$ cat src/rtl/dbus_decoder.sv
// Data-bus decoder: maps CPU read/write addresses onto up to eight slave regions,
// muxes read data back with one cycle of latency and traps/records unmapped accesses.
module dbus_decoder #(
   parameter int NREGIONS = 2,
   parameter int ADDR_W   = 16,
   parameter int DATA_W   = 16,
   parameter logic [ADDR_W*NREGIONS-1:0] REGION_BASE  = {16'h2000, 16'h0000},
   parameter logic [ADDR_W*NREGIONS-1:0] REGION_LIMIT = {16'hFFFF, 16'h1FFF},
   parameter logic [DATA_W-1:0] UNMAPPED_DATA = 16'h0000
) (
   input  logic                         clk,
   input  logic                         reset_n,
   input  logic [ADDR_W-1:0]            dread_addr,
   input  logic                         dread_en,
   input  logic [ADDR_W-1:0]            dwrite_addr,
   input  logic [DATA_W/8-1:0]          dwrite_en,
   output logic [DATA_W-1:0]            dread_data,
   output logic [NREGIONS*DATA_W/8-1:0] slv_dwrite_en,
   input  logic [NREGIONS*DATA_W-1:0]   slv_dread_data,
   output logic                         trap,
   output logic [ADDR_W-1:0]            fault_addr,
   output logic                         fault_is_write,
   output logic                         fault_valid,
   output logic [7:0]                   fault_count,
   input  logic                         fault_clr
);

   localparam int BE_W  = DATA_W / 8;
   localparam int SEL_W = $clog2(NREGIONS + 1);
   localparam logic [SEL_W-1:0] NO_HIT = SEL_W'(NREGIONS);

   localparam logic [0:0] EMPTY = 1'b0;
   localparam logic [0:0] HELD  = 1'b1;

   logic [SEL_W-1:0] rd_sel;
   logic [SEL_W-1:0] wr_sel;
   logic [SEL_W-1:0] rsel;
   logic             rd_fault;
   logic             wr_fault;
   logic             any_fault;
   logic [1:0]       nfault;
   logic [8:0]       count_sum;
   logic [7:0]       count_next;
   logic [0:0]       state;

   // Scanning from the top index down lets the lowest matching region win on overlap.
   function automatic logic [SEL_W-1:0] region_of(input logic [ADDR_W-1:0] a);
      logic [SEL_W-1:0] idx;
      idx = NO_HIT;
      for (int i = NREGIONS - 1; i >= 0; i--) begin
         if (a >= REGION_BASE[i*ADDR_W +: ADDR_W] && a <= REGION_LIMIT[i*ADDR_W +: ADDR_W])
            idx = SEL_W'(i);
      end
      return idx;
   endfunction

   assign rd_sel    = region_of(dread_addr);
   assign wr_sel    = region_of(dwrite_addr);
   assign rd_fault  = dread_en && (rd_sel == NO_HIT);
   assign wr_fault  = (|dwrite_en) && (wr_sel == NO_HIT);
   assign any_fault = rd_fault || wr_fault;

   always_comb begin
      slv_dwrite_en = '0;
      for (int i = 0; i < NREGIONS; i++) begin
         if (wr_sel == SEL_W'(i))
            slv_dwrite_en[i*BE_W +: BE_W] = dwrite_en;
      end
   end

   // rsel is the registered select, so dread_data lines up with the slaves' read latency.
   always_comb begin
      dread_data = UNMAPPED_DATA;
      for (int i = 0; i < NREGIONS; i++) begin
         if (rsel == SEL_W'(i))
            dread_data = slv_dread_data[i*DATA_W +: DATA_W];
      end
   end

   assign nfault     = {1'b0, rd_fault} + {1'b0, wr_fault};
   assign count_sum  = {1'b0, fault_count} + {7'b0, nfault};
   assign count_next = fault_clr ? {6'b0, nfault} : (count_sum[8] ? 8'hFF : count_sum[7:0]);

   assign fault_valid = (state == HELD);

   always_ff @(posedge clk or negedge reset_n) begin
      if (!reset_n) begin
         rsel           <= NO_HIT;
         trap           <= 1'b0;
         fault_count    <= 8'd0;
         state          <= EMPTY;
         fault_addr     <= '0;
         fault_is_write <= 1'b0;
      end else begin
         rsel        <= rd_sel;
         trap        <= any_fault;
         fault_count <= count_next;
         // A clear in the same cycle as a new fault re-arms capture for that fault.
         if (any_fault && (state == EMPTY || fault_clr)) begin
            fault_addr     <= wr_fault ? dwrite_addr : dread_addr;
            fault_is_write <= wr_fault;
         end
         if (any_fault)
            state <= HELD;
         else if (fault_clr)
            state <= EMPTY;
      end
   end

endmodule
$ cat config.mk
export PLATFORM = sky130hd
export DESIGN_NAME = dbus_decoder
export DESIGN_NICKNAME = d
export VERILOG_FILES = /design/src/rtl/dbus_decoder.sv
export SDC_FILE = /design/constraint.sdc
export NUM_CORES = 1
export LEC_CHECK = 0
export ABC_CLOCK_PERIOD_IN_PS = 2800
export BUFFER_PORTS_ARGS = -buffer_cell sky130_fd_sc_hd__buf_4
export CAP_MARGIN = 15
export CELL_PAD_IN_SITES_DETAIL_PLACEMENT = 1
export CELL_PAD_IN_SITES_GLOBAL_PLACEMENT = 2
export CORE_MARGIN = 5
export CORE_UTILIZATION = 23
export CTS_BUF_LIST = sky130_fd_sc_hd__clkbuf_8 sky130_fd_sc_hd__clkbuf_16
export CTS_CLUSTER_DIAMETER = 80
export CTS_CLUSTER_SIZE = 40
export DETAILED_ROUTE_END_ITERATION = 12
export PLACE_DENSITY_LB_ADDON = 0.08
export SETUP_SLACK_MARGIN = 0.5
export SLEW_MARGIN = 10
export SYNTH_ARGS = -nofsm -noshare
export SYNTH_HDL_FRONTEND = slang
export SYNTH_SLANG_ARGS = --single-unit
$ cat constraint.sdc
create_clock -name clk -period 2.8 [get_ports clk]
set_input_delay 0.42 -clock clk [delete_from_list [all_inputs] [get_ports clk]]
set_output_delay 0.42 -clock clk [all_outputs]
set_load 0.02 [all_outputs]
==> results.sh, run 1 <==
export IMPL_synth_seq_area_share_pct=47.4
export IMPL_ys_ff_latch=29
export IMPL_yosysTopAreaCell="dfrtp_1"
export IMPL_cpLargestDelayFamily="flip-flops"
export IMPL_fillers=738
export IMPL_num_vias=1430
export IMPL_hold_class="input port to asynchronous set/reset pin"
export IMPL_globalRouteMet2Util_pct=20.0
export IMPL_drtAntennaViolNets=0
export IMPL_dp_slack_ps=979
export IMPL_hold_violations=0
export IMPL_synth_warnings=0
export IMPL_wl_um=4830
export IMPL_rsz0062_at_grt="no"
export IMPL_status="complete, no violations"
export IMPL_grt_pass1_vias=1568
export IMPL_syn2layout_area_growth_pct=60.2
export IMPL_synth_area_um2=1530
export IMPL_dpl_cell_area_um2=2370
export IMPL_crit_chain="mux2i_1 -> nor2_1 -> buf_4"
export IMPL_grt_overflow_total=0
export IMPL_insertion_delay_ps=280
export IMPL_critPathMaxFanout=16
export IMPL_cts_htree_levels=2
export IMPL_slew_viol_final=0
export IMPL_cp_arrival_ps=1670
export IMPL_cts_tree="done"
export IMPL_grt_most_used_layer="met2"
export IMPL_leakagePower_uw=0.00132
export IMPL_critical_path_max_stage_delay_ps=880
export IMPL_hpwl_um=3830
export IMPL_grt_max_degree=30
export IMPL_place_congestion=0.713
export IMPL_die_y_um=91.6
export IMPL_cap_violations=0
export IMPL_antenna_found_initial=0
export IMPL_cellPowerDensity_nw_per_um2=494
export IMPL_cts_hold_buf=0
export IMPL_layout_common_cells="102 x buf_4, 28 x dfrtp_1, 18 x nor2_1, 16 x mux2i_1, 9 x mux2_4"
export IMPL_reg2reg_slack_ps=1610
export IMPL_skew_ps=0
export IMPL_path_clk_slew_ps=70
export IMPL_synth_cells=130
export IMPL_synth_cell_type_count=34
export IMPL_path_buf_inv=1
export IMPL_holdWs_ps=49.3
export IMPL_grt_pass1_wl_um=7820
export IMPL_drive_gt1_share_pct=54.2
export IMPL_die_area_um2=8400
export IMPL_die_x_um=91.6
export IMPL_period_share_pct=74.6
export IMPL_cts_sinks=29
export IMPL_worst_setup_path_end_kind="output pin"
export IMPL_min_period_ps=2090
export IMPL_tns_ps=0
export IMPL_start_util_pct=23.9
export IMPL_max_freq_mhz=479
export IMPL_drt_iter0_drc=18
export IMPL_drc=0
export IMPL_rows=29
export IMPL_clockBufferDepth=2
export IMPL_fin_ws_ps=712
export IMPL_postCtsSetupRepairBufs=0
export IMPL_synth_top_area_share_pct=45.7
export IMPL_firstDrtPassIters=4
export IMPL_grt_usage_pct=11.4
export IMPL_worst_ep_required_time_ps=2380
export IMPL_grt_use_met3_pct=3.68
export IMPL_use_met1_pct=13.2
export IMPL_max_vdd_ir_drop_mv=0.318
export IMPL_startpoint_type="flip-flop"
export IMPL_root_buffer="clkbuf_8"
export IMPL_cp_slowest_cell="dfrtp_1"
export IMPL_fin_util_pct=38.2
export IMPL_avgSynthCellArea_um2=11.8
export IMPL_design_area_um2=2450
export IMPL_numCtsBuffers=5
export IMPL_core_um2=6420
export IMPL_via_per_inst=4.54
export IMPL_tightest_slew_ps=826
export IMPL_ios=117
export IMPL_wl_per_cell_um=15.3
export IMPL_crit_type="flip-flop to output pin"
export IMPL_relSlewSlack_pct=45.0
export IMPL_n_antenna_cell=0
export IMPL_layout_commonest_cell="buf_4"
export IMPL_cts_resized=0
export IMPL_synth_area_leaders="dfrtp_1 46%, mux2i_1 10%, mux2_4 8.8%, mux2_2 5.1%, nor2_1 4.4%"
export IMPL_port_buffers=102
export IMPL_nets=312
export IMPL_setup_violations=0
-- logic make-up after synthesis --
group	share of synthesized area (%)
multiplexers	24.4
XOR/XNOR	0.572
AO/OA/AOI/OAI	7.35
other	0.490
buffers and inverters	3.18
AND/OR/NAND/NOR	12.0
adder cells (fa/ha/maj)	4.57
flip-flops	47.4
-- flip-flops by register name, indices dropped and copies added, names as in the netlist --
name / count
fault_is_write: 1
rsel: 2
fault_count: 8
fault_addr: 16
trap: 1
fault_valid: 1
-- power by group --
group          switching, µW  internal (µW)
logic                    176            199
clock network            164            171
registers               38.8            464
-- per-stage QoR --
step | total power (µW) | cells
4_1_cts | 1240 | 315
2_1_floorplan | 702 | 133
6_report | 1210 | 315
5_1_grt | 1290 | 315
3_5_place_dp | 886 | 307
3_3_place_gp | 877 | 307
-- final cells by class --
| type | count | area, µm² | area share (%) |
|---|---|---|---|
| clock buffers | 5 | 68.8 | 2.80 |
| clock inverters | 3 | 17.5 | 0.714 |
| inverters | 3 | 11.3 | 0.459 |
| multi-input cells | 96 | 768 | 31.3 |
| flip-flops and latches | 29 | 727 | 29.6 |
| well taps | 77 | 96.3 | 3.92 |
| repair buffers | 102 | 766 | 31.2 |
-- synthesized netlist by cell type, drive strengths merged --
| library cell | number |
|---|---|
| nor2b | 3 |
| and2 | 3 |
| nand4b | 1 |
| and4 | 2 |
| nand4 | 1 |
| dfrtp | 28 |
| xnor2 | 1 |
| conb | 2 |
| nor3 | 3 |
| a21o | 2 |
| a21oi | 6 |
| nor2 | 18 |
| ha | 4 |
| nand2 | 2 |
| buf | 4 |
| clkbuf | 1 |
| a31oi | 2 |
| mux2 | 16 |
| mux2i | 16 |
| a211oi | 1 |
| and3 | 1 |
| a2bb2oi | 2 |
| fa | 1 |
| dfstp | 1 |
| or3 | 2 |
| nand3 | 1 |
| inv | 3 |
| o21ai | 2 |
| o41ai | 1 |
-- metal layers --
metal	vias to the layer above	routed length (µm)
met4	0	61
met2	68	2390
met1	690	1960
li1	666	-
met5	-	0
met3	6	405
-- path summary, 6_finish.rpt --
kind	from	to	cells past startpoint
min in group clk	dread_addr[15]	rsel[0]$_DFF_PN0_	2
worst max-delay path	rsel[0]$_DFF_PN0_	dread_data[6]	3
worst max register to register	fault_count[1]$_DFF_PN0_	fault_count[1]$_DFF_PN0_	3
max in group asynchronous	reset_n	rsel[1]$_DFF_PN1_	1
worst min register to register	fault_addr[12]$_DFFE_PN0P_	fault_addr[12]$_DFFE_PN0P_	1
worst min-delay path	reset_n	fault_count[2]$_DFF_PN0_	1
No activity file was read; power rests on OpenSTA's default activity.
==> run 2, diff against run 1 <==
--- a/config.mk
+++ b/config.mk
@@ -5,13 +5,13 @@
 export SDC_FILE = /design/constraint.sdc
 export NUM_CORES = 1
 export LEC_CHECK = 0
-export ABC_CLOCK_PERIOD_IN_PS = 2800
+export ABC_CLOCK_PERIOD_IN_PS = 1800
 export BUFFER_PORTS_ARGS = -buffer_cell sky130_fd_sc_hd__buf_4
 export CAP_MARGIN = 15
 export CELL_PAD_IN_SITES_DETAIL_PLACEMENT = 1
 export CELL_PAD_IN_SITES_GLOBAL_PLACEMENT = 2
 export CORE_MARGIN = 5
-export CORE_UTILIZATION = 23
+export CORE_UTILIZATION = 20
 export CTS_BUF_LIST = sky130_fd_sc_hd__clkbuf_8 sky130_fd_sc_hd__clkbuf_16
 export CTS_CLUSTER_DIAMETER = 80
 export CTS_CLUSTER_SIZE = 40
==> constraint.sdc (replaced) <==
create_clock -name clk -period 1.8 [get_ports clk]
set_input_delay 0.27 -clock clk [delete_from_list [all_inputs] [get_ports clk]]
set_output_delay 0.27 -clock clk [all_outputs]
set_load 0.02 [all_outputs]
==> run 2 against run 1 <==
Against the previous run:
- flip-flop and latch count did not move
- clock skew unchanged
- wire length increased by 3.9%
- non-clock buffer count rose by 4
- critical path type unchanged
- largest power group unchanged
==> results.sh, run 2 (synthesis gave the netlist of run 1 again) <==
export IMPL_min_to="rsel[0]$_DFF_PN0_"
export IMPL_worst_ep_required_time_ps=1530
export IMPL_grt_overflow_total=0
export IMPL_r2r_end="fault_count[1]$_DFF_PN0_"
export IMPL_root_buffer="clkbuf_8"
export IMPL_rsz0062_at_grt="yes"
export IMPL_max_vdd_ir_drop_mv=0.365
export IMPL_dp_slack_ps=447
export IMPL_status="complete, no violations"
export IMPL_antenna_found_initial=0
export IMPL_top_layer_used="met4"
export IMPL_grt_usage_pct=10.3
export IMPL_drt_iter0_drc=14
export IMPL_insertion_delay_ps=270
export IMPL_place_congestion=0.735
export IMPL_layout_common_cells="99 x buf_4, 28 x dfrtp_1, 16 x mux2i_1, 10 x nor2_2, 9 x mux2_4"
export IMPL_pwr_share_clk_pct=27.9
export IMPL_path_buf_inv=2
export IMPL_cp_slowest_cell="dfrtp_1"
export IMPL_path_clk_slew_ps=60
export IMPL_syn2layout_area_growth_pct=69.4
export IMPL_worstReg2RegStart="fault_count[1]$_DFF_PN0_"
export IMPL_cellPowerDensity_nw_per_um2=745
export IMPL_clockBufferDepth=2
export IMPL_grt_max_degree=30
export IMPL_critPathMaxFanout=16
export IMPL_hold_depth=2
export IMPL_die_area_um2=9510
export IMPL_relSlewSlack_pct=51.8
export IMPL_nets=316
export IMPL_cts_tree="done"
export IMPL_tightest_slew_ps=721
export IMPL_largest_reg_flops=16
export IMPL_cp_arrival_ps=1280
export IMPL_worst_setup_path_end_kind="output pin"
export IMPL_p_seq_share_pct=40.0
export IMPL_rows=32
export IMPL_crit_type="flip-flop to output pin"
export IMPL_port_buffers=102
export IMPL_layout_commonest_cell="buf_4"
export IMPL_startpoint_type="flip-flop"
export IMPL_tns_ps=0
export IMPL_hpwl_um=3820
export IMPL_cts_htree_levels=2
export IMPL_power_switching_uw=587
export IMPL_fin_total_pwr_uw=1930
export IMPL_max_freq_mhz=644
export IMPL_setup_violations=0
export IMPL_leakagePower_uw=0.00136
export IMPL_fillers=891
export IMPL_drtAntennaViolNets=0
export IMPL_r2r_cells=3
export IMPL_firstDrtPassIters=4
export IMPL_grt_pass1_wl_um=7910
export IMPL_min_period_ps=1550
export IMPL_wl_per_cell_um=14.6
export IMPL_met2_length_um=2330
export IMPL_hold_class="input port to flip-flop"
export IMPL_top_register="fault_addr"
export IMPL_drive_gt1_share_pct=58.5
export IMPL_ios=117
export IMPL_design_area_um2=2600
export IMPL_crit_chain="buf_12 -> mux2i_1 -> nor2_2 -> buf_4"
export IMPL_die_y_um=97.5
export IMPL_wl_um=5010
export IMPL_drc=0
export IMPL_core_um2=7610
export IMPL_num_vias=1420
export IMPL_dpl_cell_area_um2=2430
export IMPL_n_antenna_cell=0
export IMPL_start_util_pct=20.1
export IMPL_hold_violations=0
export IMPL_skew_ps=0
export IMPL_wl_met1_um=2300
export IMPL_period_share_pct=86.2
export IMPL_cts_sinks=29
export IMPL_fin_ws_ps=248
export IMPL_multiInputGateArea_um2=798
export IMPL_cpLargestDelayFamily="flip-flops"
export IMPL_via_per_inst=4.14
export IMPL_worstHoldStart="dread_addr[15]"
export IMPL_slew_viol_final=0
export IMPL_numCtsBuffers=5
export IMPL_cap_violations=0
export IMPL_grt_pass1_vias=1462
export IMPL_p_comb_share_pct=32.1
export IMPL_die_x_um=97.5
export IMPL_p_int_uw=1350
export IMPL_reg2reg_slack_ps=620
export IMPL_switching_share_pct=30.3
export IMPL_largestRegisters="fault_addr (16), fault_count (8), rsel (2)"
export IMPL_holdWs_ps=193
export IMPL_dr_wl_met3_um=338
export IMPL_critical_path_max_stage_delay_ps=370
export IMPL_regArea_um2=731
-- run 2: worst max-delay path by stage --
stage,start,to,slack [ps],cells after the start
floorplan,rsel[0]$_DFF_PN0_,dread_data[0],500,4
global placement,rsel[0]$_DFF_PN0_,dread_data[6],460,4
detailed placement,rsel[0]$_DFF_PN0_,dread_data[6],450,4
CTS,rsel[0]$_DFF_PN0_,dread_data[6],240,4
global route,rsel[0]$_DFF_PN0_,dread_data[7],190,4
finish,rsel[0]$_DFF_PN0_,dread_data[6],250,4
-- run 2: final cells by class --
class / count / area share [%]
Timing Repair Buffer: 106 / 32.4
Multi-Input combinational cell: 96 / 30.7
Sequential cell: 29 / 28.1
Tap cell: 102 / 4.92
Clock buffer: 6 / 3.18
Inverter: 3 / 0.434
Clock inverter: 1 / 0.145
-- run 2: what timing repair did --
item / in CTS / in global routing
resized for setup: 10 / 0
pin swaps: 0 / 0
setup endpoints to repair: 18 / 16
hold buffers: 1 / 0
endpoints found under the hold margin: 28 / 0
setup buffers: 2 / 0
-- run 2: through the flow --
stage                     std cells  utilization, %
after floorplan                 133               -
after global placement          333            32.0
after detailed placement        333            32.0
after CTS                       343            34.1
after global routing            343            34.1
final                           343            34.1
-- run 2: power by group through the flow --
stage | Sequential [µW] | Combinational, µW | Clock [µW]
CTS | 775 | 620 | 573
detailed placement | 791 | 594 | 0
floorplan | 860 | 242 | 0
global placement | 790 | 591 | 0
global route | 785 | 667 | 601
finish | 773 | 621 | 539
-- run 2: per-layer routing --
layer  track usage [%]  vias up
met5                 0        -
met4              2.24        0
met3              4.09        5
met2              16.5       60
met1              13.2      681
li1                  -      674
==> run 3, diff against run 2 <==
--- a/config.mk
+++ b/config.mk
@@ -16,7 +16,9 @@
 export CTS_CLUSTER_DIAMETER = 80
 export CTS_CLUSTER_SIZE = 40
 export DETAILED_ROUTE_END_ITERATION = 12
+export HOLD_SLACK_MARGIN = 0.12
 export PLACE_DENSITY_LB_ADDON = 0.08
+export RECOVER_POWER = 100
 export SETUP_SLACK_MARGIN = 0.5
 export SLEW_MARGIN = 10
 export SYNTH_ARGS = -nofsm -noshare
==> run 3 against run 2 <==
Against the previous run:
- sequential power is essentially flat
- final area fell by 8.0%
- clock skew unchanged
- register-to-register slack about the same
- largest cell class is now multi-input gates
==> results.sh, run 3 (synthesis gave the netlist of run 1 again) <==
export IMPL_cts_htree_levels=2
export IMPL_period_share_pct=88.8
export IMPL_nets=316
export IMPL_num_vias=1420
export IMPL_cts_tree="done"
export IMPL_top_register="fault_addr"
export IMPL_tns_ps=0
export IMPL_wl_per_cell_um=14.7
export IMPL_place_congestion=0.735
export IMPL_numCtsBuffers=5
export IMPL_path_clk_slew_ps=60
export IMPL_cp_arrival_ps=1330
export IMPL_grt_usage_pct=10.3
export IMPL_drc=0
export IMPL_via_per_inst=4.14
export IMPL_worst_ep_required_time_ps=1530
export IMPL_grt_pass1_vias=1462
export IMPL_status="complete, no violations"
export IMPL_hold_class="input port to flip-flop"
export IMPL_start_util_pct=20.1
export IMPL_relSlewSlack_pct=51.2
export IMPL_largest_reg_flops=16
export IMPL_slew_viol_final=0
export IMPL_holdWs_ps=193
export IMPL_crit_start="rsel[0]$_DFF_PN0_"
export IMPL_leakagePower_uw=0.00116
export IMPL_cap_violations=0
export IMPL_ios=117
export IMPL_grt_max_degree=30
export IMPL_root_buffer="clkbuf_8"
export IMPL_hold_violations=0
export IMPL_port_buffers=102
export IMPL_clockBufferDepth=2
export IMPL_layout_common_cells="57 x buf_4, 42 x clkbuf_1, 28 x dfrtp_1, 16 x mux2i_1, 10 x nor2_2"
export IMPL_setup_violations=0
export IMPL_cts_sinks=29
export IMPL_dp_slack_ps=447
export IMPL_firstDrtPassIters=4
export IMPL_startpoint_type="flip-flop"
export IMPL_min_period_ps=1600
export IMPL_worstHoldStart="dread_addr[15]"
export IMPL_core_um2=7610
export IMPL_rsz0062_at_grt="yes"
export IMPL_max_freq_mhz=626
export IMPL_dpl_cell_count=333
export IMPL_drive_gt1_share_pct=36.9
export IMPL_rows=32
export IMPL_worstReg2RegStart="fault_count[1]$_DFF_PN0_"
export IMPL_fin_ws_ps=202
export IMPL_tightest_slew_ps=732
export IMPL_r2r_cells=3
export IMPL_worst_setup_path_end_kind="output pin"
export IMPL_grt_pass1_wl_um=7910
export IMPL_max_vdd_ir_drop_mv=0.362
export IMPL_layout_commonest_cell="buf_4"
export IMPL_insertion_delay_ps=270
export IMPL_largestRegisters="fault_addr (16), fault_count (8), rsel (2)"
export IMPL_drt_iter0_drc=13
export IMPL_die_x_um=97.5
export IMPL_critPathMaxFanout=16
export IMPL_hold_depth=2
export IMPL_drtAntennaViolNets=0
export IMPL_antenna_found_initial=0
export IMPL_syn2layout_area_growth_pct=55.9
export IMPL_cellPowerDensity_nw_per_um2=765
export IMPL_crit_type="flip-flop to output pin"
export IMPL_die_area_um2=9510
export IMPL_hpwl_um=3820
export IMPL_n_antenna_cell=0
export IMPL_die_y_um=97.5
export IMPL_skew_ps=0
export IMPL_grt_overflow_total=0
export IMPL_final_cells=343
export IMPL_wl_um=5030
export IMPL_fillers=914
## run 3: cell types whose count changed in the layout (fill, tap and decap cells not counted), moves of 2 or more
cell	before	now
clkbuf_1	0	42
and2_0	0	2
mux2_4	9	0
mux2_1	0	9
buf_4	99	57
and2_1	3	1
buf_6	3	1
## run 3: critical path, cell delays in order (launching register included)
cell and delay, ps:
dfrtp_1 390, buf_12 170, mux2i_1 140, nor2_2 80
clkbuf_1 260
## run 3: final timing paths
| path | to | slack, ps |
|---|---|---|
| setup / recovery | dread_data[6] | 200 |
| hold / removal | rsel[0]$_DFF_PN0_ | 190 |
| setup reg to reg | fault_count[1]$_DFF_PN0_ | 630 |
| hold reg to reg | fault_addr[5]$_DFFE_PN0P_ | 480 |
| max in group asynchronous | fault_addr[14]$_DFFE_PN0P_ | 750 |
| min in group asynchronous | fault_addr[9]$_DFFE_PN0P_ | 580 |
## run 3: area by class of cell
| class | instances | area (µm²) | area share [%] |
|---|---|---|---|
| Sequential cell | 29 | 731 | 30.6 |
| Inverter | 3 | 11.3 | 0.471 |
| Clock inverter | 1 | 3.75 | 0.157 |
| Clock buffer | 6 | 82.6 | 3.46 |
| Tap cell | 102 | 128 | 5.34 |
| Timing Repair Buffer | 106 | 674 | 28.2 |
| Multi-Input combinational cell | 96 | 759 | 31.8 |
## run 3: stage by stage
step	instance area, µm²	utilization [%]	total power (µW)
after floorplan	1580	-	1100
after CTS	2600	34.1	1970
final	2390	31.4	1830
after global placement	2430	32.0	1380
after global routing	2390	31.4	1940
after detailed placement	2430	32.0	1390
## run 3: repair_timing
action | in CTS | in global routing
endpoints found under the setup margin | 18 | 16
hold buffers | 1 | 0
hold endpoints to repair | 28 | 0
resized for setup | 10 | 0
setup buffers | 2 | 0
## run 3: layer usage
metal  vias up  global-route usage (%)  wire [µm]
li1        673                       -          -
met1       681                    13.2       2360
met2        61                    16.5       2320
met3         5                    4.09        314
met4         0                    2.24         38
met5         -                       0          0
## run 3: power by group
part	total (µW)	internal (µW)	leakage, µW	switching, µW
Combinational	517	226	0.000759	291
Clock	541	297	0.0000485	244
Sequential	770	723	0.000347	46.7
